===== config.mk =====
export PLATFORM = sky130hd
export DESIGN_NAME = ex_mem_stage_receiver
export DESIGN_NICKNAME = d
export VERILOG_FILES = /design/src/rtl/ex_mem_stage_receiver_pkg.sv /design/src/rtl/ex_mem_fifo.sv /design/src/rtl/ex_mem_stage_receiver.sv
export SDC_FILE = /design/constraint.sdc
export NUM_CORES = 1
export LEC_CHECK = 0
export ABC_CLOCK_PERIOD_IN_PS = 3500
export CAP_MARGIN = 5
export CORE_UTILIZATION = 53
export CTS_CLUSTER_SIZE = 10
export DETAILED_ROUTE_END_ITERATION = 10
export PLACE_DENSITY = 0.93
export SETUP_SLACK_MARGIN = 0.3
export SLEW_MARGIN = 20
export SYNTH_ARGS = -nofsm -noshare
export SYNTH_HDL_FRONTEND = slang
export SYNTH_SLANG_ARGS = --single-unit

===== constraint.sdc =====
create_clock -name clk -period 3.5 [get_ports clk]
set_input_delay 0.7 -clock clk [delete_from_list [all_inputs] [get_ports clk]]
set_output_delay 0.7 -clock clk [all_outputs]
set_load 0.02 [all_outputs]

===== src/rtl/ex_mem_stage_receiver_pkg.sv =====
// Common types and constants for the EX->MEM stage receiver.
// Build option: EX_MEM_OVERFLOW_TRAP_EN (see ex_mem_stage_receiver.sv).
package ex_mem_stage_receiver_pkg;

    localparam int EXM_DEPTH_DEF = 2;
    localparam int EXM_DATA_W    = 32;
    localparam int FLAG_OVF      = 2;
    localparam int FLAG_ZERO     = 1;
    localparam int FLAG_COMP     = 0;

    // EX control word
    typedef struct packed {
        logic       mem_read;
        logic       mem_write;
        logic       reg_write;
        logic       mem_to_reg;
        logic [3:0] alu_op;
    } control_type;

    // Complete EX output bundle as held in one buffer entry
    typedef struct packed {
        control_type            ctrl;
        logic [EXM_DATA_W-1:0]  alu;
        logic [EXM_DATA_W-1:0]  wdata;
        logic                   ovf;
        logic                   zero;
        logic                   comp;
        logic [EXM_DATA_W-1:0]  pc;
    } ex_bundle_t;

    // Gather the stored flags into the {overflow, zero, comp} output order
    function automatic logic [2:0] pack_flags(input ex_bundle_t b);
        logic [2:0] f;
        f            = '0;
        f[FLAG_OVF]  = b.ovf;
        f[FLAG_ZERO] = b.zero;
        f[FLAG_COMP] = b.comp;
        return f;
    endfunction

endpackage


===== src/rtl/ex_mem_fifo.sv =====
// Generic DEPTH-entry FIFO of ex_bundle_t with push, pop, flush and occupancy.
module ex_mem_fifo
    import ex_mem_stage_receiver_pkg::*;
#(
    parameter int DEPTH = EXM_DEPTH_DEF
) (
    input  logic                     clk,
    input  logic                     rst_n,
    input  logic                     i_push,
    input  logic                     i_pop,
    input  logic                     i_flush,
    input  ex_bundle_t               i_wdata,
    output ex_bundle_t               o_head,
    output ex_bundle_t               o_newest,
    output logic [$clog2(DEPTH):0]   o_count
);

    localparam int PW = $clog2(DEPTH);
    localparam int CW = PW + 1;

    ex_bundle_t      r_mem [DEPTH];
    logic [PW-1:0]   r_wptr;
    logic [PW-1:0]   r_rptr;
    logic [CW-1:0]   r_count;
    logic [PW-1:0]   w_newest_idx;

    // Entry storage; cleared on reset so empty-state outputs read as zero
    always_ff @(posedge clk or negedge rst_n) begin
        if (!rst_n) begin
            for (int unsigned i = 0; i < DEPTH; i++) r_mem[i] <= '0;
        end else if (i_push && !i_flush) begin
            r_mem[r_wptr] <= i_wdata;
        end
    end

    // Pointer and occupancy bookkeeping; flush overrides push/pop
    always_ff @(posedge clk or negedge rst_n) begin
        if (!rst_n) begin
            r_wptr  <= '0;
            r_rptr  <= '0;
            r_count <= '0;
        end else if (i_flush) begin
            r_wptr  <= '0;
            r_rptr  <= '0;
            r_count <= '0;
        end else begin
            if (i_push) r_wptr <= r_wptr + PW'(1);
            if (i_pop)  r_rptr <= r_rptr + PW'(1);
            if (i_push && !i_pop)      r_count <= r_count + CW'(1);
            else if (!i_push && i_pop) r_count <= r_count - CW'(1);
        end
    end

    // Head and newest-entry taps straight from storage
    always_comb begin
        w_newest_idx = r_wptr - PW'(1);
        o_head       = r_mem[r_rptr];
        o_newest     = r_mem[w_newest_idx];
        o_count      = r_count;
    end

endmodule


===== src/rtl/ex_mem_stage_receiver.sv =====
// EX->MEM stage receiver: elastic buffer with valid/ready, flush, forwarding tap.
// Build option: EX_MEM_OVERFLOW_TRAP_EN drops overflowing bundles and pulses trap.
module ex_mem_stage_receiver
    import ex_mem_stage_receiver_pkg::*;
#(
    parameter int DEPTH  = EXM_DEPTH_DEF,
    parameter int DATA_W = EXM_DATA_W
) (
    input  logic                     clk,
    input  logic                     rst_n,
    input  logic                     ex_valid,
    output logic                     ex_ready,
    input  control_type              control_out,
    input  logic [DATA_W-1:0]        alu_data,
    input  logic [DATA_W-1:0]        memory_data,
    input  logic                     overflow_flag,
    input  logic                     zero_flag,
    input  logic                     compflg_out,
    input  logic [DATA_W-1:0]        program_counter,
    input  logic                     flush,
    input  logic                     mem_ready,
    output logic                     mem_valid,
    output control_type              mem_ctrl,
    output logic [DATA_W-1:0]        mem_alu,
    output logic [DATA_W-1:0]        mem_wdata,
    output logic [DATA_W-1:0]        mem_pc,
    output logic [2:0]               mem_flags,
    output logic                     fwd_valid,
    output logic [DATA_W-1:0]        fwd_data,
    output logic [$clog2(DEPTH):0]   count,
    output logic                     trap
);

    localparam int CW = $clog2(DEPTH) + 1;

    ex_bundle_t      w_in;
    ex_bundle_t      w_head;
    ex_bundle_t      w_newest;
    logic [CW-1:0]   w_count;
    logic            w_accept;
    logic            w_push;
    logic            w_pop;

    // Handshake glue; readiness derives only from registered occupancy
    always_comb begin
        w_in.ctrl  = control_out;
        w_in.alu   = alu_data;
        w_in.wdata = memory_data;
        w_in.ovf   = overflow_flag;
        w_in.zero  = zero_flag;
        w_in.comp  = compflg_out;
        w_in.pc    = program_counter;
        ex_ready   = (w_count != CW'(DEPTH));
        mem_valid  = (w_count != '0);
        fwd_valid  = (w_count != '0);
        w_accept   = ex_valid && ex_ready && !flush;
        w_pop      = mem_valid && mem_ready && !flush;
`ifdef EX_MEM_OVERFLOW_TRAP_EN
        w_push     = w_accept && !overflow_flag;
`else
        w_push     = w_accept;
`endif
    end

    ex_mem_fifo #(.DEPTH(DEPTH)) u_fifo (
        .clk      (clk),
        .rst_n    (rst_n),
        .i_push   (w_push),
        .i_pop    (w_pop),
        .i_flush  (flush),
        .i_wdata  (w_in),
        .o_head   (w_head),
        .o_newest (w_newest),
        .o_count  (w_count)
    );

    // Head fields and forwarding tap presented from buffer storage
    always_comb begin
        mem_ctrl  = w_head.ctrl;
        mem_alu   = w_head.alu;
        mem_wdata = w_head.wdata;
        mem_pc    = w_head.pc;
        mem_flags = pack_flags(w_head);
        fwd_data  = w_newest.alu;
        count     = w_count;
    end

`ifdef EX_MEM_OVERFLOW_TRAP_EN
    logic r_trap;

    // One-cycle trap pulse after an accepted overflowing bundle
    always_ff @(posedge clk or negedge rst_n) begin
        if (!rst_n) r_trap <= 1'b0;
        else        r_trap <= w_accept && overflow_flag;
    end

    assign trap = r_trap;
`else
    assign trap = 1'b0;
`endif

endmodule


==> run_summary.xml, run 1 <==
<?xml version="1.0" encoding="UTF-8"?>
<metrics>
  <group name="synthesis">
    <metric name="synth-warning-count" unit="">0</metric>
    <metric name="synth_cells" unit="">634</metric>
    <metric name="synth_cell_type_count" unit="">25</metric>
    <metric name="syn_nets" unit="">746</metric>
    <metric name="yosysSeqAreaShare" unit="%">55.6</metric>
    <metric name="ys_ff_latch" unit="">218</metric>
    <metric name="netlist_area" unit="sq mm">0.00981</metric>
    <metric name="postSynthAreaPerCell" unit="sq um">15.5</metric>
  </group>
  <group name="clock_network">
    <metric name="clock_sinks" unit="">218</metric>
    <metric name="htreeDepth" unit="">1</metric>
    <metric name="cts_setup_buffers" unit="">1</metric>
    <metric name="cts_buffer_depth" unit="">3</metric>
    <metric name="cts_tree" unit="">yes</metric>
    <metric name="tritoncts.num_buffers" unit="">26</metric>
    <metric name="clkTransAtPathRegs" unit="ns">0.05</metric>
    <metric name="ctsResizeCount" unit="">0</metric>
    <metric name="hold_buffers" unit="">0</metric>
    <metric name="buffer_cell_driving_the_clock_tree_root" unit="">sky130_fd_sc_hd__clkbuf_16</metric>
    <metric name="worst_skew_pair.late_latency" unit="ns">0.51</metric>
  </group>
  <group name="floorplanning">
    <metric name="die_y" unit="um">138</metric>
    <metric name="num_rows" unit="">49</metric>
    <metric name="die_outline_width" unit="um">138</metric>
    <metric name="io-pin-count" unit="">257</metric>
    <metric name="initial_util" unit="%">54.3</metric>
    <metric name="die_area" unit="sq mm">0.0191</metric>
    <metric name="core_area" unit="sq mm">0.0181</metric>
  </group>
  <group name="global_route">
    <metric name="pin_count_of_the_biggest_net_entering_global_routing" unit="">99</metric>
    <metric name="total_global_route_track_usage" unit="%">23.9</metric>
    <metric name="number_of_antenna_violations_at_the_first_check_in_global_routing" unit="">0</metric>
    <metric name="globalRoute.totalOverflow" unit="">0</metric>
    <metric name="vias_in_the_first_global_route" unit="">6790</metric>
    <metric name="global_route_wire_length_before_repair" unit="um">36400</metric>
  </group>
  <group name="power">
    <metric name="pwr_density_cell" unit="mW/mm^2">658</metric>
    <metric name="power.share.clock" unit="%">26.9</metric>
    <metric name="power.share.combinational" unit="%">33.2</metric>
    <metric name="irDropWorstVdd" unit="uV">528</metric>
    <metric name="p_leak" unit="nW">5.51</metric>
    <metric name="power.share.switching" unit="%">29.0</metric>
    <metric name="seq_power_share" unit="%">39.9</metric>
    <metric name="internal_power" unit="mW">6.23</metric>
    <metric name="switchingPower" unit="mW">2.55</metric>
  </group>
  <group name="timing">
    <metric name="tightest_slew_margin_relative_to_the_limit" unit="%">51.5</metric>
    <metric name="setup_tns" unit="ns">0</metric>
    <metric name="hold_viol_final" unit="">0</metric>
    <metric name="clock_period_minus_worst_slack" unit="ns">3.03</metric>
    <metric name="fin_worst_skew" unit="ns">0.00929</metric>
    <metric name="report.final.setup_viol" unit="">0</metric>
    <metric name="rsz0062_at_grt" unit="">no</metric>
    <metric name="final.period_utilization" unit="%">86.7</metric>
    <metric name="worst-slew-pin-transition" unit="ns">0.727</metric>
    <metric name="finalMaxSlewViolations" unit="">0</metric>
    <metric name="fmax" unit="MHz">329</metric>
  </group>
  <group name="critical_path">
    <metric name="critical-path-slowest-cell" unit="">sky130_fd_sc_hd__dfrtp_4</metric>
    <metric name="critical_path.cell_chain" unit="">buf_12 -&gt; mux2_2 -&gt; clkdlybuf4s50_1</metric>
    <metric name="worst_r2r_startpoint" unit="">u_fifo.o_count[1]</metric>
    <metric name="crit_type" unit="">flop to output port</metric>
    <metric name="path_delay_family" unit="">buffers and inverters</metric>
    <metric name="worstRegToRegCells" unit="">5</metric>
    <metric name="worst_path_largest_cell_delay" unit="ns">0.59</metric>
    <metric name="path_buf_inv" unit="">2</metric>
    <metric name="crit_path_max_fanout" unit="">38</metric>
    <metric name="worst-r2r-setup-slack" unit="ns">1.38</metric>
    <metric name="cp_data_required_time" unit="ns">2.80</metric>
    <metric name="critical_path.reg2reg.endpoint" unit="">u_fifo.r_mem[45]</metric>
    <metric name="crit_path_start_kind" unit="">flop</metric>
    <metric name="timing.critical_path.arrival" unit="ns">2.33</metric>
    <metric name="critPathCaptureType" unit="">output port</metric>
  </group>
  <group name="detailed_routing">
    <metric name="top_layer" unit="">met4</metric>
    <metric name="detail_route.wirelength" unit="um">22300</metric>
    <metric name="wl_met3" unit="um">1300</metric>
    <metric name="final_antenna_net_count" unit="">0</metric>
    <metric name="first_pass_iters" unit="">7</metric>
    <metric name="route.vias.total" unit="">6154</metric>
    <metric name="dr.first_iter.drc_count" unit="">245</metric>
    <metric name="wl_per_cell" unit="um">19.8</metric>
    <metric name="wl_met2" unit="um">11600</metric>
    <metric name="avgViaCountPerCell" unit="">5.47</metric>
    <metric name="met1Wirelength" unit="um">8490</metric>
    <metric name="detail_route.drc_violations" unit="">34</metric>
  </group>
  <group name="final_layout">
    <metric name="nNetsFinal" unit="">1000</metric>
    <metric name="area.growth.synth_to_final" unit="%">36.0</metric>
    <metric name="post_route_cells_drive_above_1_share" unit="%">41.5</metric>
    <metric name="antenna_cells_inserted" unit="">0</metric>
    <metric name="fin_util" unit="%">73.8</metric>
  </group>
  <group name="placement">
    <metric name="post-dp-hpwl" unit="um">14500</metric>
    <metric name="routability_cong" unit="">0.782</metric>
    <metric name="io_buffer_count" unit="">255</metric>
  </group>
  <group name="job">
    <metric name="max_cap_viol_count" unit="">0</metric>
  </group>
  <group name="outcome">
    <metric name="violated_checks" unit="">design-rule violations</metric>
    <metric name="run_status" unit="">finished with violations</metric>
  </group>
  <group name="min_path">
    <metric name="hold_path.class" unit="">input port to asynchronous set/reset pin</metric>
  </group>
</metrics>
-- cell families after synthesis --
| kind of cell | share of synthesized area, % |
|---|---|
| other cells | 0.0382 |
| buf+inv | 2.45 |
| xor+xnor | 0.0893 |
| simple gates | 0.778 |
| flops | 55.6 |
| compound gates | 0.459 |
| mux | 40.6 |
-- cell usage after synthesis (all sizes together) --
cell type / number / area [sq um]
o211ai: 1 / 7.51
mux2: 353 / 3980
buf: 30 / 191
nor4: 1 / 21.3
dfrtp: 218 / 5460
o21ai: 2 / 10.0
or2: 2 / 12.5
or3: 1 / 6.26
nor2: 1 / 3.75
nor3b: 1 / 7.51
nand3b: 1 / 7.51
nor2b: 1 / 8.76
xor2: 1 / 8.76
a21oi: 4 / 20.0
mux2i: 1 / 10.0
inv: 2 / 7.50
a21o: 1 / 7.51
clkbuf: 11 / 41.3
nand4b: 1 / 8.76
conb: 1 / 3.75
-- per-layer routing --
metal  vias to the layer above  track usage, %
li1                       2787               -
met1                      3122            27.4
met2                       188            43.1
met3                        57            5.06
met4                         0            10.5
met5                         -               0
-- area by class of cell --
class                           instances  area, sq um
Multi-Input combinational cell        373         4120
Sequential cell                       218         5460
Fill cell                            1175         4740
Clock buffer                           35          726
Timing Repair Buffer                  267         2740
Inverter                                2         7.51
Clock inverter                          1         5.00
Tap cell                              229          287
-- placed cells by master, fill, tap and decap left out, types with 2 or more instances in the layout --
master and instances:
sky130_fd_sc_hd__mux2_1 30, sky130_fd_sc_hd__o21ai_0 2, sky130_fd_sc_hd__mux2_2 323, sky130_fd_sc_hd__buf_12 7
sky130_fd_sc_hd__clkdlybuf4s50_1 254, sky130_fd_sc_hd__or2_2 2, sky130_fd_sc_hd__clkbuf_1 6, sky130_fd_sc_hd__a21oi_1 4
sky130_fd_sc_hd__dfrtp_1 217, sky130_fd_sc_hd__buf_4 4, sky130_fd_sc_hd__clkbuf_8 3, sky130_fd_sc_hd__clkbuf_16 27
-- power groups by stage --
stage	combinational (mW)	clock [mW]	sequential [mW]
floorplan	1.75	0	3.40
global placement	2.84	0	3.49
detailed placement	2.90	0	3.53
CTS	2.94	2.42	3.50
global route	3.08	2.51	3.58
finish	2.91	2.36	3.50
-- worst max path at each step --
stage	startpoint	depth (start not counted)	to
2_1_floorplan	u_fifo.r_rptr	4	mem_alu[23]
3_3_place_gp	ex_valid	5	u_fifo.r_mem[148]
3_5_place_dp	ex_valid	5	u_fifo.r_mem[149]
4_1_cts	u_fifo.r_rptr	3	mem_wdata[11]
5_1_grt	u_fifo.r_rptr	3	mem_wdata[0]
6_report	u_fifo.r_rptr	3	mem_wdata[0]
-- stage by stage --
| step | total power [mW] | setup WS [ns] | hold WS [ns] | cells | area (sq um) |
|---|---|---|---|---|---|
| detailed placement | 6.44 | 0.817 | 0.471 | 1088 | 12600 |
| CTS | 8.86 | 0.426 | 0.273 | 1125 | 13300 |
| global route | 9.16 | 0.378 | 0.300 | 1125 | 13300 |
| finish | 8.78 | 0.465 | 0.230 | 1125 | 13300 |
| global placement | 6.33 | 0.850 | 0.463 | 1088 | 12600 |
| floorplan | 5.15 | 1.26 | 0.404 | 634 | 9810 |
-- sequential cells by signal (all words and copies together) (netlist names) --
signal          cells
u_fifo.o_count      2
u_fifo.r_rptr       1
u_fifo.r_wptr       1
u_fifo.r_mem      214
Note: power is estimated with default switching activity, not from simulation.
==> run 2, diff against run 1 <==
SKIP_CTS_REPAIR_TIMING = 1   (was unset)
==> run_summary.xml, run 2 (synthesized netlist as in run 1, its figures left out) <==
<?xml version="1.0" encoding="UTF-8"?>
<metrics>
  <group name="outcome">
    <metric name="run_status" unit="">finished with violations</metric>
    <metric name="violated_checks" unit="">design-rule violations</metric>
  </group>
  <group name="clock_network">
    <metric name="cts_buffer_depth" unit="">3</metric>
    <metric name="worst_skew_pair.late_latency" unit="ns">0.51</metric>
    <metric name="clock_sinks" unit="">218</metric>
    <metric name="tritoncts.num_buffers" unit="">26</metric>
    <metric name="htreeDepth" unit="">1</metric>
    <metric name="clkTransAtPathRegs" unit="ns">0.05</metric>
    <metric name="buffer_cell_driving_the_clock_tree_root" unit="">sky130_fd_sc_hd__clkbuf_16</metric>
    <metric name="cts_tree" unit="">yes</metric>
  </group>
  <group name="global_route">
    <metric name="total_global_route_track_usage" unit="%">23.7</metric>
    <metric name="global_route_wire_length_before_repair" unit="um">36200</metric>
    <metric name="globalRoute.totalOverflow" unit="">0</metric>
    <metric name="number_of_antenna_violations_at_the_first_check_in_global_routing" unit="">0</metric>
    <metric name="vias_in_the_first_global_route" unit="">6775</metric>
    <metric name="pin_count_of_the_biggest_net_entering_global_routing" unit="">99</metric>
  </group>
  <group name="timing">
    <metric name="tightest_slew_margin_relative_to_the_limit" unit="%">51.6</metric>
    <metric name="whs" unit="ns">0.238</metric>
    <metric name="final.period_utilization" unit="%">86.8</metric>
    <metric name="setup_tns" unit="ns">0</metric>
    <metric name="worst-slew-pin-transition" unit="ns">0.725</metric>
    <metric name="clock_period_minus_worst_slack" unit="ns">3.04</metric>
    <metric name="fmax" unit="MHz">329</metric>
    <metric name="rsz0062_at_grt" unit="">no</metric>
    <metric name="fin_worst_skew" unit="ns">0.00929</metric>
    <metric name="hold_viol_final" unit="">0</metric>
    <metric name="report.final.setup_viol" unit="">0</metric>
    <metric name="finalMaxSlewViolations" unit="">0</metric>
  </group>
  <group name="power">
    <metric name="switchingPower" unit="mW">2.55</metric>
    <metric name="seq_power_share" unit="%">39.9</metric>
    <metric name="internal_power" unit="mW">6.23</metric>
    <metric name="power.share.switching" unit="%">29.0</metric>
    <metric name="p_leak" unit="nW">5.51</metric>
    <metric name="power.share.clock" unit="%">26.9</metric>
    <metric name="pwr_density_cell" unit="mW/mm^2">658</metric>
    <metric name="irDropWorstVdd" unit="uV">528</metric>
    <metric name="total_power" unit="mW">8.78</metric>
    <metric name="power.share.combinational" unit="%">33.2</metric>
  </group>
  <group name="final_layout">
    <metric name="nNetsFinal" unit="">1000</metric>
    <metric name="finalInstanceArea" unit="sq mm">0.0133</metric>
    <metric name="antenna_cells_inserted" unit="">0</metric>
    <metric name="largest_reg_flops" unit="">214</metric>
    <metric name="layout_common_cells" unit="">sky130_fd_sc_hd__mux2_2 (323), sky130_fd_sc_hd__clkdlybuf4s50_1 (254), sky130_fd_sc_hd__dfrtp_1 (217)</metric>
    <metric name="layout_commonest_cell" unit="">sky130_fd_sc_hd__mux2_2</metric>
    <metric name="area.growth.synth_to_final" unit="%">36.0</metric>
    <metric name="post_route_cells_drive_above_1_share" unit="%">41.5</metric>
    <metric name="regMostFlops" unit="">u_fifo.r_mem</metric>
  </group>
  <group name="placement">
    <metric name="placement.cell_area" unit="sq mm">0.0126</metric>
    <metric name="post-dp-hpwl" unit="um">14500</metric>
    <metric name="io_buffer_count" unit="">255</metric>
    <metric name="routability_cong" unit="">0.782</metric>
  </group>
  <group name="critical_path">
    <metric name="crit_path_max_fanout" unit="">38</metric>
    <metric name="critical_path.cell_chain" unit="">buf_12 -&gt; mux2_2 -&gt; clkdlybuf4s50_1</metric>
    <metric name="critPathCaptureType" unit="">output port</metric>
    <metric name="critical-path-slowest-cell" unit="">sky130_fd_sc_hd__dfrtp_4</metric>
    <metric name="cp_data_required_time" unit="ns">2.80</metric>
    <metric name="path_buf_inv" unit="">2</metric>
    <metric name="timing.critical_path.arrival" unit="ns">2.34</metric>
    <metric name="path_delay_family" unit="">buffers and inverters</metric>
    <metric name="crit_path_start_kind" unit="">flop</metric>
    <metric name="crit_type" unit="">flop to output port</metric>
    <metric name="worst_path_largest_cell_delay" unit="ns">0.59</metric>
    <metric name="worst-r2r-setup-slack" unit="ns">1.37</metric>
  </group>
  <group name="detailed_routing">
    <metric name="avgViaCountPerCell" unit="">5.47</metric>
    <metric name="first_pass_iters" unit="">8</metric>
    <metric name="detail_route.drc_violations" unit="">34</metric>
    <metric name="detail_route.wirelength" unit="um">22300</metric>
    <metric name="final_antenna_net_count" unit="">0</metric>
    <metric name="wl_per_cell" unit="um">19.8</metric>
    <metric name="dr.first_iter.drc_count" unit="">253</metric>
    <metric name="route.vias.total" unit="">6152</metric>
  </group>
  <group name="job">
    <metric name="max_cap_viol_count" unit="">0</metric>
  </group>
  <group name="floorplanning">
    <metric name="die_outline_width" unit="um">138</metric>
    <metric name="die_y" unit="um">138</metric>
    <metric name="die_area" unit="sq mm">0.0191</metric>
    <metric name="initial_util" unit="%">54.3</metric>
    <metric name="core_area" unit="sq mm">0.0181</metric>
    <metric name="num_rows" unit="">49</metric>
    <metric name="io-pin-count" unit="">257</metric>
  </group>
  <group name="min_path">
    <metric name="hold_path.class" unit="">input port to asynchronous set/reset pin</metric>
  </group>
</metrics>
## run 2: cell counts in the layout (fill, tap and decap cells not counted)
Identical to the previous run, type by type.
## run 2: final timing paths
check	cells after the start	to	from
setup reg to reg	5	u_fifo.r_mem[45]	u_fifo.o_count[1]
min in group clk	1	u_fifo.r_mem[134]	u_fifo.r_mem[134]
setup / recovery	3	mem_wdata[0]	u_fifo.r_rptr
max in group asynchronous	2	u_fifo.r_rptr	rst_n
hold / removal	1	u_fifo.r_mem[4]	rst_n
hold reg to reg	1	u_fifo.r_mem[134]	u_fifo.r_mem[134]
## run 2: per-layer routing
metal	GRT usage [%]	vias up	part of all wire (%)
met5	0	-	0
met4	9.93	0	4.2
met3	5.13	59	5.9
met2	43.0	190	52
met1	27.2	3118	38
li1	-	2785	-
## run 2: area by class of cell
| cell class | count | area (sq um) |
|---|---|---|
| Clock buffer | 35 | 726 |
| Clock inverter | 1 | 5.00 |
| Fill cell | 1175 | 4740 |
| Inverter | 2 | 7.51 |
| Multi-Input combinational cell | 373 | 4120 |
| Sequential cell | 218 | 5460 |
| Tap cell | 229 | 287 |
| Timing Repair Buffer | 267 | 2740 |
## run 2: power groups by stage
stage / sequential [mW] / combinational (mW) / clock, mW
2_1_floorplan: 3.40 / 1.75 / 0
3_3_place_gp: 3.49 / 2.84 / 0
3_5_place_dp: 3.53 / 2.90 / 0
4_1_cts: 3.50 / 2.94 / 2.42
5_1_grt: 3.58 / 3.08 / 2.51
6_report: 3.50 / 2.91 / 2.36
## run 2: per-stage QoR
| stage | worst slack (ns) | util (%) | cells |
|---|---|---|---|
| after detailed placement | 0.817 | 69.7 | 1088 |
| after global routing | 0.375 | 73.8 | 1125 |
| after floorplan | 1.26 | - | 634 |
| final | 0.462 | 73.8 | 1125 |
| after global placement | 0.850 | 69.7 | 1088 |
| after CTS | 0.292 | 73.7 | 1124 |
